<file path="src/rtl/sat_search_ctrl_if.sv">
// Handshake bundle between the SAT search sequencer and its decision, BCP and backtrack engines.
// The sequencer side uses the master modport; the engines (or a bench) use the slave modport.
interface sat_search_ctrl_if #(
    parameter int VAR_W = 3,
    parameter int LVL_W = 4
);
    logic             start;
    logic             decision_en;
    logic             decision_finish;
    logic [VAR_W-1:0] dec_var;
    logic             dec_value;
    logic             all_assigned;
    logic             bcp_en;
    logic             bcp_done;
    logic             bcp_conflict;
    logic             bt_en;
    logic [LVL_W-1:0] bt_level;
    logic [VAR_W-1:0] bt_var;
    logic             bt_value;
    logic             bt_done;
    logic [LVL_W-1:0] level;
    logic             busy;
    logic             sat;
    logic             unsat;
    logic             overflow;

    modport master (
        input  start, decision_finish, dec_var, dec_value, all_assigned,
               bcp_done, bcp_conflict, bt_done,
        output decision_en, bcp_en, bt_en, bt_level, bt_var, bt_value,
               level, busy, sat, unsat, overflow
    );

    modport slave (
        output start, decision_finish, dec_var, dec_value, all_assigned,
               bcp_done, bcp_conflict, bt_done,
        input  decision_en, bcp_en, bt_en, bt_level, bt_var, bt_value,
               level, busy, sat, unsat, overflow
    );
endinterface

</file>
<file path="src/rtl/sat_search_ctrl.sv">
// DPLL search sequencer with chronological backtracking: sequences decide / BCP / backtrack
// engines through 1-cycle pulse handshakes and keeps the decision trail stack.
module sat_search_ctrl #(
    parameter int VAR_NUM   = 8,
    parameter int VAR_W     = $clog2(VAR_NUM),
    parameter int MAX_LEVEL = 8,
    parameter int LVL_W     = $clog2(MAX_LEVEL) + 1
) (
    input  logic              clock,
    input  logic              reset,
    sat_search_ctrl_if.master bus
);
    localparam int IDX_W = (MAX_LEVEL > 1) ? $clog2(MAX_LEVEL) : 1;

    typedef enum logic [3:0] {
        S_IDLE, S_BCP0, S_CHECK, S_DEC, S_PUSH, S_BCP, S_FIND, S_FLIP, S_SAT, S_UNSAT, S_ERR
    } state_t;

    state_t           state_reg, state_next;
    logic             first_reg;
    logic             seen_low_reg;
    logic [LVL_W-1:0] level_reg;
    logic [VAR_W-1:0] dec_var_reg;
    logic             dec_value_reg;
    logic [LVL_W-1:0] bt_level_reg;
    logic [VAR_W-1:0] bt_var_reg;
    logic             bt_value_reg;
    logic             busy_reg, sat_reg, unsat_reg, overflow_reg;

    logic [VAR_W-1:0] ent_var_reg   [MAX_LEVEL];
    logic             ent_value_reg [MAX_LEVEL];
    logic             ent_flip_reg  [MAX_LEVEL];

    logic             start_acc, push_we, pop_we, flip_go;
    logic             dec_done, level_zero, level_full, top_flip;
    logic [LVL_W-1:0] top_lvl;
    logic [IDX_W-1:0] top_idx, push_idx;

    assign top_lvl    = level_reg - LVL_W'(1);
    assign top_idx    = top_lvl[IDX_W-1:0];
    assign push_idx   = level_reg[IDX_W-1:0];
    assign top_flip   = ent_flip_reg[top_idx];
    assign level_zero = (level_reg == '0);
    assign level_full = (level_reg == LVL_W'(MAX_LEVEL));
    // A finish flag left high from the engine's idle period only counts once a low was observed.
    assign dec_done   = seen_low_reg & bus.decision_finish;

    always_ff @(posedge clock or posedge reset) begin
        if (reset) begin
            state_reg <= S_IDLE;
            first_reg <= 1'b0;
        end else begin
            state_reg <= state_next;
            first_reg <= (state_next != state_reg);
        end
    end

    always_comb begin
        state_next = state_reg;
        case (state_reg)
            S_IDLE:  if (bus.start) state_next = S_BCP0;
            S_BCP0:  if (bus.bcp_done) state_next = bus.bcp_conflict ? S_UNSAT : S_CHECK;
            S_CHECK: begin
                if (bus.all_assigned)  state_next = S_SAT;
                else if (level_full)   state_next = S_ERR;
                else                   state_next = S_DEC;
            end
            S_DEC:   if (dec_done) state_next = S_PUSH;
            S_PUSH:  state_next = S_BCP;
            S_BCP:   if (bus.bcp_done) state_next = bus.bcp_conflict ? S_FIND : S_CHECK;
            S_FIND: begin
                if (level_zero)     state_next = S_UNSAT;
                else if (!top_flip) state_next = S_FLIP;
            end
            S_FLIP:  if (bus.bt_done) state_next = S_BCP;
            default: state_next = S_IDLE;
        endcase
    end

    always_comb begin
        bus.decision_en = (state_reg == S_DEC) && first_reg;
        bus.bcp_en      = ((state_reg == S_BCP0) || (state_reg == S_BCP)) && first_reg;
        bus.bt_en       = (state_reg == S_FLIP) && first_reg;
        start_acc       = (state_reg == S_IDLE) && bus.start;
        push_we         = (state_reg == S_PUSH);
        pop_we          = (state_reg == S_FIND) && !level_zero && top_flip;
        flip_go         = (state_reg == S_FIND) && !level_zero && !top_flip;
    end

    always_ff @(posedge clock or posedge reset) begin
        if (reset) begin
            level_reg     <= '0;
            seen_low_reg  <= 1'b0;
            dec_var_reg   <= '0;
            dec_value_reg <= 1'b0;
            bt_level_reg  <= '0;
            bt_var_reg    <= '0;
            bt_value_reg  <= 1'b0;
            busy_reg      <= 1'b0;
            sat_reg       <= 1'b0;
            unsat_reg     <= 1'b0;
            overflow_reg  <= 1'b0;
        end else begin
            if (start_acc) begin
                level_reg    <= '0;
                busy_reg     <= 1'b1;
                sat_reg      <= 1'b0;
                unsat_reg    <= 1'b0;
                overflow_reg <= 1'b0;
            end
            if (push_we) level_reg <= level_reg + LVL_W'(1);
            if (pop_we)  level_reg <= top_lvl;
            if (state_reg != S_DEC)        seen_low_reg <= 1'b0;
            else if (!bus.decision_finish) seen_low_reg <= 1'b1;
            if (state_reg == S_DEC && dec_done) begin
                dec_var_reg   <= bus.dec_var;
                dec_value_reg <= bus.dec_value;
            end
            // Backtrack request is captured as FLIP is entered so it is stable during bt_en.
            if (flip_go) begin
                bt_level_reg <= level_reg;
                bt_var_reg   <= ent_var_reg[top_idx];
                bt_value_reg <= ~ent_value_reg[top_idx];
            end
            if (state_reg == S_SAT)   begin sat_reg      <= 1'b1; busy_reg <= 1'b0; end
            if (state_reg == S_UNSAT) begin unsat_reg    <= 1'b1; busy_reg <= 1'b0; end
            if (state_reg == S_ERR)   begin overflow_reg <= 1'b1; busy_reg <= 1'b0; end
        end
    end

    genvar gi;
    generate
        for (gi = 0; gi < MAX_LEVEL; gi++) begin : g_stack
            always_ff @(posedge clock or posedge reset) begin
                if (reset) begin
                    ent_var_reg[gi]   <= '0;
                    ent_value_reg[gi] <= 1'b0;
                    ent_flip_reg[gi]  <= 1'b0;
                end else if (push_we && push_idx == IDX_W'(gi)) begin
                    ent_var_reg[gi]   <= dec_var_reg;
                    ent_value_reg[gi] <= dec_value_reg;
                    ent_flip_reg[gi]  <= 1'b0;
                end else if (flip_go && top_idx == IDX_W'(gi)) begin
                    // The flipped variable keeps its level; only its value and flag change.
                    ent_value_reg[gi] <= ~ent_value_reg[gi];
                    ent_flip_reg[gi]  <= 1'b1;
                end
            end
        end
    endgenerate

    assign bus.level    = level_reg;
    assign bus.bt_level = bt_level_reg;
    assign bus.bt_var   = bt_var_reg;
    assign bus.bt_value = bt_value_reg;
    assign bus.busy     = busy_reg;
    assign bus.sat      = sat_reg;
    assign bus.unsat    = unsat_reg;
    assign bus.overflow = overflow_reg;
endmodule

</file>
<file path="src/flat_wrapper.sv">
// flat-port wrapper written by rule: the top's interface ports become plain ports
module sat_search_ctrl_flat 
#(
    parameter int VAR_NUM   = 8,
    parameter int VAR_W     = $clog2(VAR_NUM),
    parameter int MAX_LEVEL = 8,
    parameter int LVL_W     = $clog2(MAX_LEVEL) + 1
)
  (clock, reset, bus_start, bus_decision_finish, bus_dec_var, bus_dec_value, bus_all_assigned, bus_bcp_done, bus_bcp_conflict, bus_bt_done, bus_decision_en, bus_bcp_en, bus_bt_en, bus_bt_level, bus_bt_var, bus_bt_value, bus_level, bus_busy, bus_sat, bus_unsat, bus_overflow);
  sat_search_ctrl_if #(.VAR_W(VAR_W), .LVL_W(LVL_W)) bus_i ();
  input  logic clock;
  input  logic reset;
  input wire logic [$bits(bus_i.start)-1:0] bus_start;
  input wire logic [$bits(bus_i.decision_finish)-1:0] bus_decision_finish;
  input wire logic [$bits(bus_i.dec_var)-1:0] bus_dec_var;
  input wire logic [$bits(bus_i.dec_value)-1:0] bus_dec_value;
  input wire logic [$bits(bus_i.all_assigned)-1:0] bus_all_assigned;
  input wire logic [$bits(bus_i.bcp_done)-1:0] bus_bcp_done;
  input wire logic [$bits(bus_i.bcp_conflict)-1:0] bus_bcp_conflict;
  input wire logic [$bits(bus_i.bt_done)-1:0] bus_bt_done;
  output wire logic [$bits(bus_i.decision_en)-1:0] bus_decision_en;
  output wire logic [$bits(bus_i.bcp_en)-1:0] bus_bcp_en;
  output wire logic [$bits(bus_i.bt_en)-1:0] bus_bt_en;
  output wire logic [$bits(bus_i.bt_level)-1:0] bus_bt_level;
  output wire logic [$bits(bus_i.bt_var)-1:0] bus_bt_var;
  output wire logic [$bits(bus_i.bt_value)-1:0] bus_bt_value;
  output wire logic [$bits(bus_i.level)-1:0] bus_level;
  output wire logic [$bits(bus_i.busy)-1:0] bus_busy;
  output wire logic [$bits(bus_i.sat)-1:0] bus_sat;
  output wire logic [$bits(bus_i.unsat)-1:0] bus_unsat;
  output wire logic [$bits(bus_i.overflow)-1:0] bus_overflow;
  assign bus_i.start = bus_start;
  assign bus_i.decision_finish = bus_decision_finish;
  assign bus_i.dec_var = bus_dec_var;
  assign bus_i.dec_value = bus_dec_value;
  assign bus_i.all_assigned = bus_all_assigned;
  assign bus_i.bcp_done = bus_bcp_done;
  assign bus_i.bcp_conflict = bus_bcp_conflict;
  assign bus_i.bt_done = bus_bt_done;
  assign bus_decision_en = bus_i.decision_en;
  assign bus_bcp_en = bus_i.bcp_en;
  assign bus_bt_en = bus_i.bt_en;
  assign bus_bt_level = bus_i.bt_level;
  assign bus_bt_var = bus_i.bt_var;
  assign bus_bt_value = bus_i.bt_value;
  assign bus_level = bus_i.level;
  assign bus_busy = bus_i.busy;
  assign bus_sat = bus_i.sat;
  assign bus_unsat = bus_i.unsat;
  assign bus_overflow = bus_i.overflow;
  sat_search_ctrl #(.VAR_NUM(VAR_NUM), .VAR_W(VAR_W), .MAX_LEVEL(MAX_LEVEL), .LVL_W(LVL_W)) u_core (.clock(clock), .reset(reset), .bus(bus_i));
endmodule
</file>
<file path="config.mk">
export PLATFORM = sky130hd
export DESIGN_NAME = sat_search_ctrl_flat
export DESIGN_NICKNAME = d
export VERILOG_FILES = /design/src/rtl/sat_search_ctrl_if.sv /design/src/rtl/sat_search_ctrl.sv /design/src/flat_wrapper.sv
export SDC_FILE = /design/constraint.sdc
export NUM_CORES = 1
export LEC_CHECK = 0
export BUFFER_PORTS_ARGS = -buffer_cell sky130_fd_sc_hd__buf_2
export CAP_MARGIN = 10
export CORE_AREA = 4 4 95 97
export CTS_BUF_LIST = sky130_fd_sc_hd__clkbuf_16
export DETAILED_ROUTE_END_ITERATION = 10
export DIE_AREA = 0 0 99 101
export GPL_TIMING_DRIVEN = 1
export PLACE_DENSITY_LB_ADDON = 0.05
export SETUP_SLACK_MARGIN = 0.02
export SLEW_MARGIN = 20
export SYNTH_ARGS = -nofsm -noshare
export SYNTH_HDL_FRONTEND = slang
export SYNTH_SLANG_ARGS = --single-unit
</file>
<file path="constraint.sdc">
create_clock -name clock -period 3.71 [get_ports clock]
set_input_delay 0 -clock clock [delete_from_list [all_inputs] [get_ports clock]]
set_output_delay 0 -clock clock [all_outputs]
set_load 0.01 [all_outputs]
</file>
# After elaboration in Yosys (flattened, before gate mapping)
# Index checks and enable logic that the tools add are counted.
dict set report totals {
  regBits 66
  latchBits 0
  ram_bits 0
  rom_bits 0
  input_bits 12
  out_inout_bits 19
  mem_count 0
}
dict set report classes {
  add_sub_neg 2
  n_mul 0
  n_div 0
  magnitude_cmp 1
  eq_ne 28
  shifts 0
  n_mux 66
  n_bitwise 11
  reduce_logical 44
}
# cell count
set op_table {}
lappend op_table {{two-way mux 4 bit} 13}
lappend op_table {{two-way mux 1 bit} 46}
lappend op_table {{case mux 4 bit (8 select lines)} 1}
lappend op_table {{== test 3 bit, second input constant} 8}
lappend op_table {{logical AND 1 bit} 24}
lappend op_table {{nonzero test 2 bit} 11}
lappend op_table {{== test 4 x 3 -> 1 bit, second input constant} 4}
lappend op_table {{== test 4 bit, second input constant} 4}
lappend op_table {{== test 3 x 2 -> 1 bit, second input constant} 4}
lappend op_table {{binary-select mux 3 bit (select 3 bit)} 1}
lappend op_table {{two-way mux 3 bit} 3}
lappend op_table {{inverter 1 bit} 9}
lappend op_table {{== test 4 x 2 -> 1 bit, second input constant} 2}
lappend op_table {{zero test 4 bit} 2}
lappend op_table {{binary-select mux 1 bit (select 3 bit)} 2}
lappend op_table {{== test 3 x 1 -> 1 bit, second input constant} 2}
lappend op_table {{zero test 3 bit} 2}
lappend op_table {{adder 4 x 1 -> 4 bit, second input constant} 1}
lappend op_table {{== test 4 x 1 -> 1 bit, second input constant} 1}
lappend op_table {{>= comparator 4 bit, second input constant} 1}
lappend op_table {{inequality test 4 x 2 -> 1 bit, second input constant} 1}
lappend op_table {{inequality test 4 bit} 1}
lappend op_table {{inverter 3 -> 4 bit} 1}
lappend op_table {{nonzero test 4 bit} 1}
lappend op_table {{6 further kinds} 7}

# Depth between registers and ports, before layout
dict set report logic_depth {
  ltp_word 10
  ltp_mapped 10
  ltp_nobuf 7
}

# Worst setup path before layout
# No wires, ideal clock.
dict set report synth_timing {
  path_kind {register to register}
  from {register u_core.level_reg[0] (netlist: u_core.bus.level[0])}
  to {register u_core.ent_value_reg[5] in the netlist's numbering}
  setup_ns 0.077
  t_arrival_ns 2.822
  required_ns 3.633
  setup_slack_ns 0.810
  stages_incl_launch_ff 10
  n_path_buf 2
  synth_period_minus_slack_ns 2.900
  cell_sequence {dfrtp_1 -> buf_6 -> clkbuf_1 -> inv_1 -> ha_1 -> mux4_2 -> nor4_4 -> nand2_1 -> xor2_1 -> a21oi_1}
}
dict set report synth_via {
  elab_chain_cells 9
}
# item line_no
set synth_lines {}
lappend synth_lines {{start: declaration} sat_search_ctrl.sv:22} ;# logic [LVL_W-1:0] level_reg;
lappend synth_lines {{start signal: assignment} sat_search_ctrl.sv:111} ;# if (push_we) level_reg <= level_reg + LVL_W'(1);
lappend synth_lines {{start signal: assignment} sat_search_ctrl.sv:112} ;# if (pop_we) level_reg <= top_lvl;
lappend synth_lines {{subtractor 4 x 1 -> 4 bit} sat_search_ctrl.sv:39} ;# assign top_lvl = level_reg - LVL_W'(1);
lappend synth_lines {{inverter 3 -> 4 bit (not written as such)} sat_search_ctrl.sv:42} ;# assign top_flip = ent_flip_reg[top_idx];
lappend synth_lines {{binary-select mux 1 bit (select 3 bit)} sat_search_ctrl.sv:42}
lappend synth_lines {{two-way mux 1 bit (not written as such) (2 in series)} sat_search_ctrl.sv:42}
lappend synth_lines {{zero test 1 bit} --}
lappend synth_lines {{logical AND 1 bit} sat_search_ctrl.sv:87} ;# flip_go = (state_reg == S_FIND) && !level_zero && !top_flip;
lappend synth_lines {{logical AND 1 bit} sat_search_ctrl.sv:143} ;# end else if (flip_go && top_idx == IDX_W'(gi)) begin
lappend synth_lines {{nonzero test 2 bit (no source line)} --}
lappend synth_lines {{end signal: indexed assignment} sat_search_ctrl.sv:141} ;# ent_value_reg[gi] <= dec_value_reg;
lappend synth_lines {{end signal: indexed assignment} sat_search_ctrl.sv:145} ;# ent_value_reg[gi] <= ~ent_value_reg[gi];
lappend synth_lines {{end: declaration} sat_search_ctrl.sv:31} ;# logic ent_value_reg [MAX_LEVEL];
# Several ways; a longest one is shown, not always the timed one. The select of a mux whose other input is x is not followed.
# A chain may end at the register's enable or synchronous reset.

# Worst setup path in the final report
dict set report layout_timing {
  from {register u_core.level_reg[1] (netlist: u_core.bus.level[1])}
  to {register u_core.bt_level_reg[3] (netlist: u_core.bus.bt_level[3])}
}
dict set report layout_via {
  elab_chain_cells 7
}
# item line_no
set layout_lines {}
lappend layout_lines {{subtractor 4 x 1 -> 4 bit} sat_search_ctrl.sv:39}
lappend layout_lines {{inverter 3 -> 4 bit (not written as such)} sat_search_ctrl.sv:42}
lappend layout_lines {{binary-select mux 1 bit (select 3 bit)} sat_search_ctrl.sv:42}
lappend layout_lines {{two-way mux 1 bit (not written as such) (2 in series)} sat_search_ctrl.sv:42}
lappend layout_lines {{zero test 1 bit} --}
lappend layout_lines {{logical AND 1 bit (*)} sat_search_ctrl.sv:87}
lappend layout_lines {{end signal: assignment} sat_search_ctrl.sv:121} ;# bt_level_reg <= level_reg;
lappend layout_lines {{end: declaration} sat_search_ctrl.sv:25} ;# logic [LVL_W-1:0] bt_level_reg;
# Every way passes the cells marked *; elsewhere a longest branch is shown, timed or not. The select of a mux whose other input is x is not followed.

==> run_summary.xml <==
<?xml version="1.0" encoding="UTF-8"?>
<metrics>
  <group name="run_status">
    <metric name="run_status" unit="">finished clean</metric>
  </group>
  <group name="detailed_routing">
    <metric name="drt_pre_antenna_iters" unit="">4</metric>
    <metric name="detail_route.wirelength" unit="mm">7.70</metric>
    <metric name="num_vias" unit="">2350</metric>
    <metric name="average_detailed_routed_wire_length_per_instance" unit="um">17.5</metric>
    <metric name="drt-initial-drc-count" unit="">84</metric>
    <metric name="detail-route-antenna-nets" unit="">0</metric>
    <metric name="routed_via_density" unit="">5.34</metric>
    <metric name="route.detailed.drc" unit="">0</metric>
  </group>
  <group name="global_routing">
    <metric name="vias_in_the_first_global_route" unit="">2542</metric>
    <metric name="grt_overflow" unit="">0</metric>
    <metric name="first_pass_grt_wire_length" unit="mm">13.0</metric>
    <metric name="groute.usage.overall" unit="%">16.9</metric>
    <metric name="grt_max_degree" unit="">43</metric>
    <metric name="antenna_found_initial" unit="">0</metric>
  </group>
  <group name="timing">
    <metric name="worst_slew_pin_slew" unit="ns">0.889</metric>
    <metric name="period_share" unit="%">69.4</metric>
    <metric name="post-route-worst-setup-slack" unit="ns">1.14</metric>
    <metric name="drv_slew" unit="">0</metric>
    <metric name="hold_viol" unit="">0</metric>
    <metric name="shortest_period_the_worst_path_allows" unit="ns">2.57</metric>
    <metric name="rsz0062_at_grt" unit="">false</metric>
    <metric name="setup_violations" unit="">0</metric>
    <metric name="relSlewSlack" unit="%">40.7</metric>
    <metric name="max_clock_freq" unit="GHz">0.389</metric>
    <metric name="clock_tree_skew_after_final_layout" unit="ns">0.00411</metric>
    <metric name="final.setup.tns" unit="ns">0</metric>
  </group>
  <group name="clock_network">
    <metric name="clock_sinks" unit="">66</metric>
    <metric name="postCtsSetupRepairBufs" unit="">0</metric>
    <metric name="clkLatencyLatePin" unit="ns">0.32</metric>
    <metric name="htree_num_levels" unit="">3</metric>
    <metric name="tritoncts" unit="">yes</metric>
    <metric name="cts.root.buffer_cell" unit="">sky130_fd_sc_hd__clkbuf_16</metric>
    <metric name="path_clk_slew" unit="ns">0.05</metric>
    <metric name="clockBufferDepth" unit="">2</metric>
    <metric name="cts_inserted_buffers" unit="">9</metric>
  </group>
  <group name="finish">
    <metric name="largest_register_ff_count" unit="">24</metric>
    <metric name="number_of_nets_in_the_final_layout" unit="">351</metric>
    <metric name="drive_gt1_share" unit="%">29.0</metric>
    <metric name="n_antenna_cell" unit="">0</metric>
    <metric name="post_synthesis_to_final_layout_area_growth" unit="%">17.1</metric>
  </group>
  <group name="floorplanning">
    <metric name="die-area" unit="mm2">0.0100</metric>
    <metric name="initial_utilization" unit="%">41.3</metric>
    <metric name="io_pins" unit="">31</metric>
    <metric name="die_height" unit="um">101</metric>
    <metric name="core.rowCount" unit="">33</metric>
    <metric name="core_region_area" unit="mm2">0.00813</metric>
    <metric name="fp.dieW" unit="um">99</metric>
  </group>
  <group name="pwr">
    <metric name="irDropWorstVdd" unit="V">0.000214</metric>
    <metric name="p_leak" unit="nW">1.89</metric>
    <metric name="power-per-cell-area" unit="mW/mm2">541</metric>
    <metric name="total_power" unit="mW">2.13</metric>
  </group>
  <group name="flow_run">
    <metric name="drv_cap" unit="">0</metric>
  </group>
  <group name="synthesis">
    <metric name="post_syn_area" unit="mm2">0.00336</metric>
    <metric name="yosysWarningCount" unit="">0</metric>
    <metric name="synth-seq-cells" unit="">66</metric>
    <metric name="yosys.area.top_type_share" unit="%">49.2</metric>
    <metric name="netlist_top_cells_count" unit="">66 x sky130_fd_sc_hd__dfrtp_1, 31 x sky130_fd_sc_hd__nand2_1, 28 x sky130_fd_sc_hd__a21oi_1, 28 x sky130_fd_sc_hd__mux2_2, 19 x sky130_fd_sc_hd__nor2_1</metric>
    <metric name="synth.net_count" unit="">312</metric>
    <metric name="yosys_most_used_dff" unit="">sky130_fd_sc_hd__dfrtp_1</metric>
    <metric name="synthDominantAreaCellType" unit="">sky130_fd_sc_hd__dfrtp_1</metric>
    <metric name="avgSynthCellArea" unit="um2">11.5</metric>
    <metric name="synthArstFlopShare" unit="%">100</metric>
    <metric name="synth_enable_flop_cells" unit="">0</metric>
    <metric name="yosysSeqAreaShare" unit="%">49.2</metric>
    <metric name="post_synthesis_cells" unit="">292</metric>
    <metric name="synthMostInstantiatedCell" unit="">sky130_fd_sc_hd__dfrtp_1</metric>
    <metric name="yosys-top-cells-area" unit="">sky130_fd_sc_hd__dfrtp_1 49%, sky130_fd_sc_hd__mux2_2 9.4%, sky130_fd_sc_hd__mux4_2 6.7%</metric>
    <metric name="synth.distinct_cells" unit="">50</metric>
  </group>
  <group name="placement">
    <metric name="global_placer_s_final_weighted_congestion" unit="">0.769</metric>
    <metric name="dp_slack" unit="ns">1.12</metric>
    <metric name="buffer_ports.inserted" unit="">30</metric>
    <metric name="dpl.hpwl" unit="mm">5.53</metric>
  </group>
  <group name="setup_path">
    <metric name="critPathCaptureType" unit="">register</metric>
    <metric name="worst-setup-path-type" unit="">register to register</metric>
    <metric name="crit_required" unit="ns">3.91</metric>
    <metric name="timing.critical_path.arrival" unit="ns">2.78</metric>
    <metric name="crit_fanout" unit="">15</metric>
    <metric name="crit_path_start_kind" unit="">register</metric>
  </group>
  <group name="min_path">
    <metric name="hold_class" unit="">input pin to register</metric>
  </group>
</metrics>
==> placed cells by master (no fill, tap or decap), drive strengths merged, types with 2 or more instances in the layout <==
cell type    count
mux2            31
and3             3
o211ai           2
and2             2
dfrtp           66
a311oi           2
clkbuf           9
buf             34
nor4b            2
nor3             2
a31oi            3
nand3            7
a21oi           28
nor2            20
mux4            10
inv             12
a32oi            2
nand2           31
a21boi           2
nor4             2
xor2            10
ha               8
nor2b            2
dlygate4sd3      6
clkinv           5
o21ai           12
mux2i            6
==> critical path, stage by stage, from the launching register on <==
cell,delay [ns]
sky130_fd_sc_hd__dfrtp_1,0.47
sky130_fd_sc_hd__inv_1,0.15
sky130_fd_sc_hd__ha_1,0.35
sky130_fd_sc_hd__buf_4,0.24
sky130_fd_sc_hd__mux4_2,0.38
sky130_fd_sc_hd__mux2i_2,0.26
sky130_fd_sc_hd__nand2b_2,0.24
sky130_fd_sc_hd__mux2_1,0.37
==> final timing paths <==
check,from,endpoint,slack [ns],cells after the start
setup / recovery,u_core.bus.level[1],u_core.bus.bt_level[3],1.14,7
hold / removal,bus_bcp_done,u_core.state_reg[1],0.01,3
setup reg to reg,u_core.bus.level[1],u_core.bus.bt_level[3],1.14,7
hold reg to reg,u_core.bus.bt_var[0],u_core.bus.bt_var[0],0.49,2
max in group asynchronous,reset,u_core.ent_value_reg[0],2.41,4
min in group asynchronous,reset,u_core.dec_value_reg,0.42,3
==> kinds of logic (layout without fill, tap and decap cells) <==
family,count (synthesis),in the layout,synth area share (%)
adder cells (fa/ha/maj),8,8,2.98
buffers and inverters,24,67,3.06
AND/OR/NAND/NOR,78,78,12.1
multiplexers,47,47,19.0
flip-flops,66,66,49.2
AO/OA/AOI/OAI,59,59,10.5
XOR/XNOR,10,10,3.17
==> area by class of cell <==
class / count / area (um2)
fillers: 769 / 4200
flip-flops and latches: 66 / 1650
multi-input cells: 202 / 1600
repair buffers: 40 / 240
clock buffers: 9 / 225
well taps: 105 / 131
inverters: 12 / 45.0
clock inverters: 6 / 35.0
==> timing repair <==
action                                 in CTS  in global routing
endpoints found under the hold margin      46                  0
hold buffers                                6                  0
resized for setup                           0                  0
==> metrics by stage <==
step / util (%) / hold WS, ns / std cells / instance area, um2
floorplan: - / 0.0874 / 292 / 3360
global placement: 44.4 / 0.208 / 419 / 3610
detailed placement: 44.4 / 0.210 / 419 / 3610
CTS: 48.3 / 0.00512 / 440 / 3930
global route: 48.3 / 0.0312 / 440 / 3930
finish: 48.3 / 0.0120 / 440 / 3930
==> power breakdown <==
group	leakage, nW	internal [mW]	total [mW]	switching (mW)
Combinational	0.849	0.208	0.501	0.293
Clock	0.128	0.443	0.747	0.305
Sequential	0.911	0.779	0.878	0.0995
==> routing by layer <==
metal  GRT usage [%]  vias to the layer above  part of all wire [%]
li1                -                     1117                     -
met1            21.7                     1180                    45
met2            28.5                       44                    50
met3            2.98                        9                   3.6
met4            6.30                        0                   1.4
met5               0                        -                     0
Power figures use the tool's default switching activity.
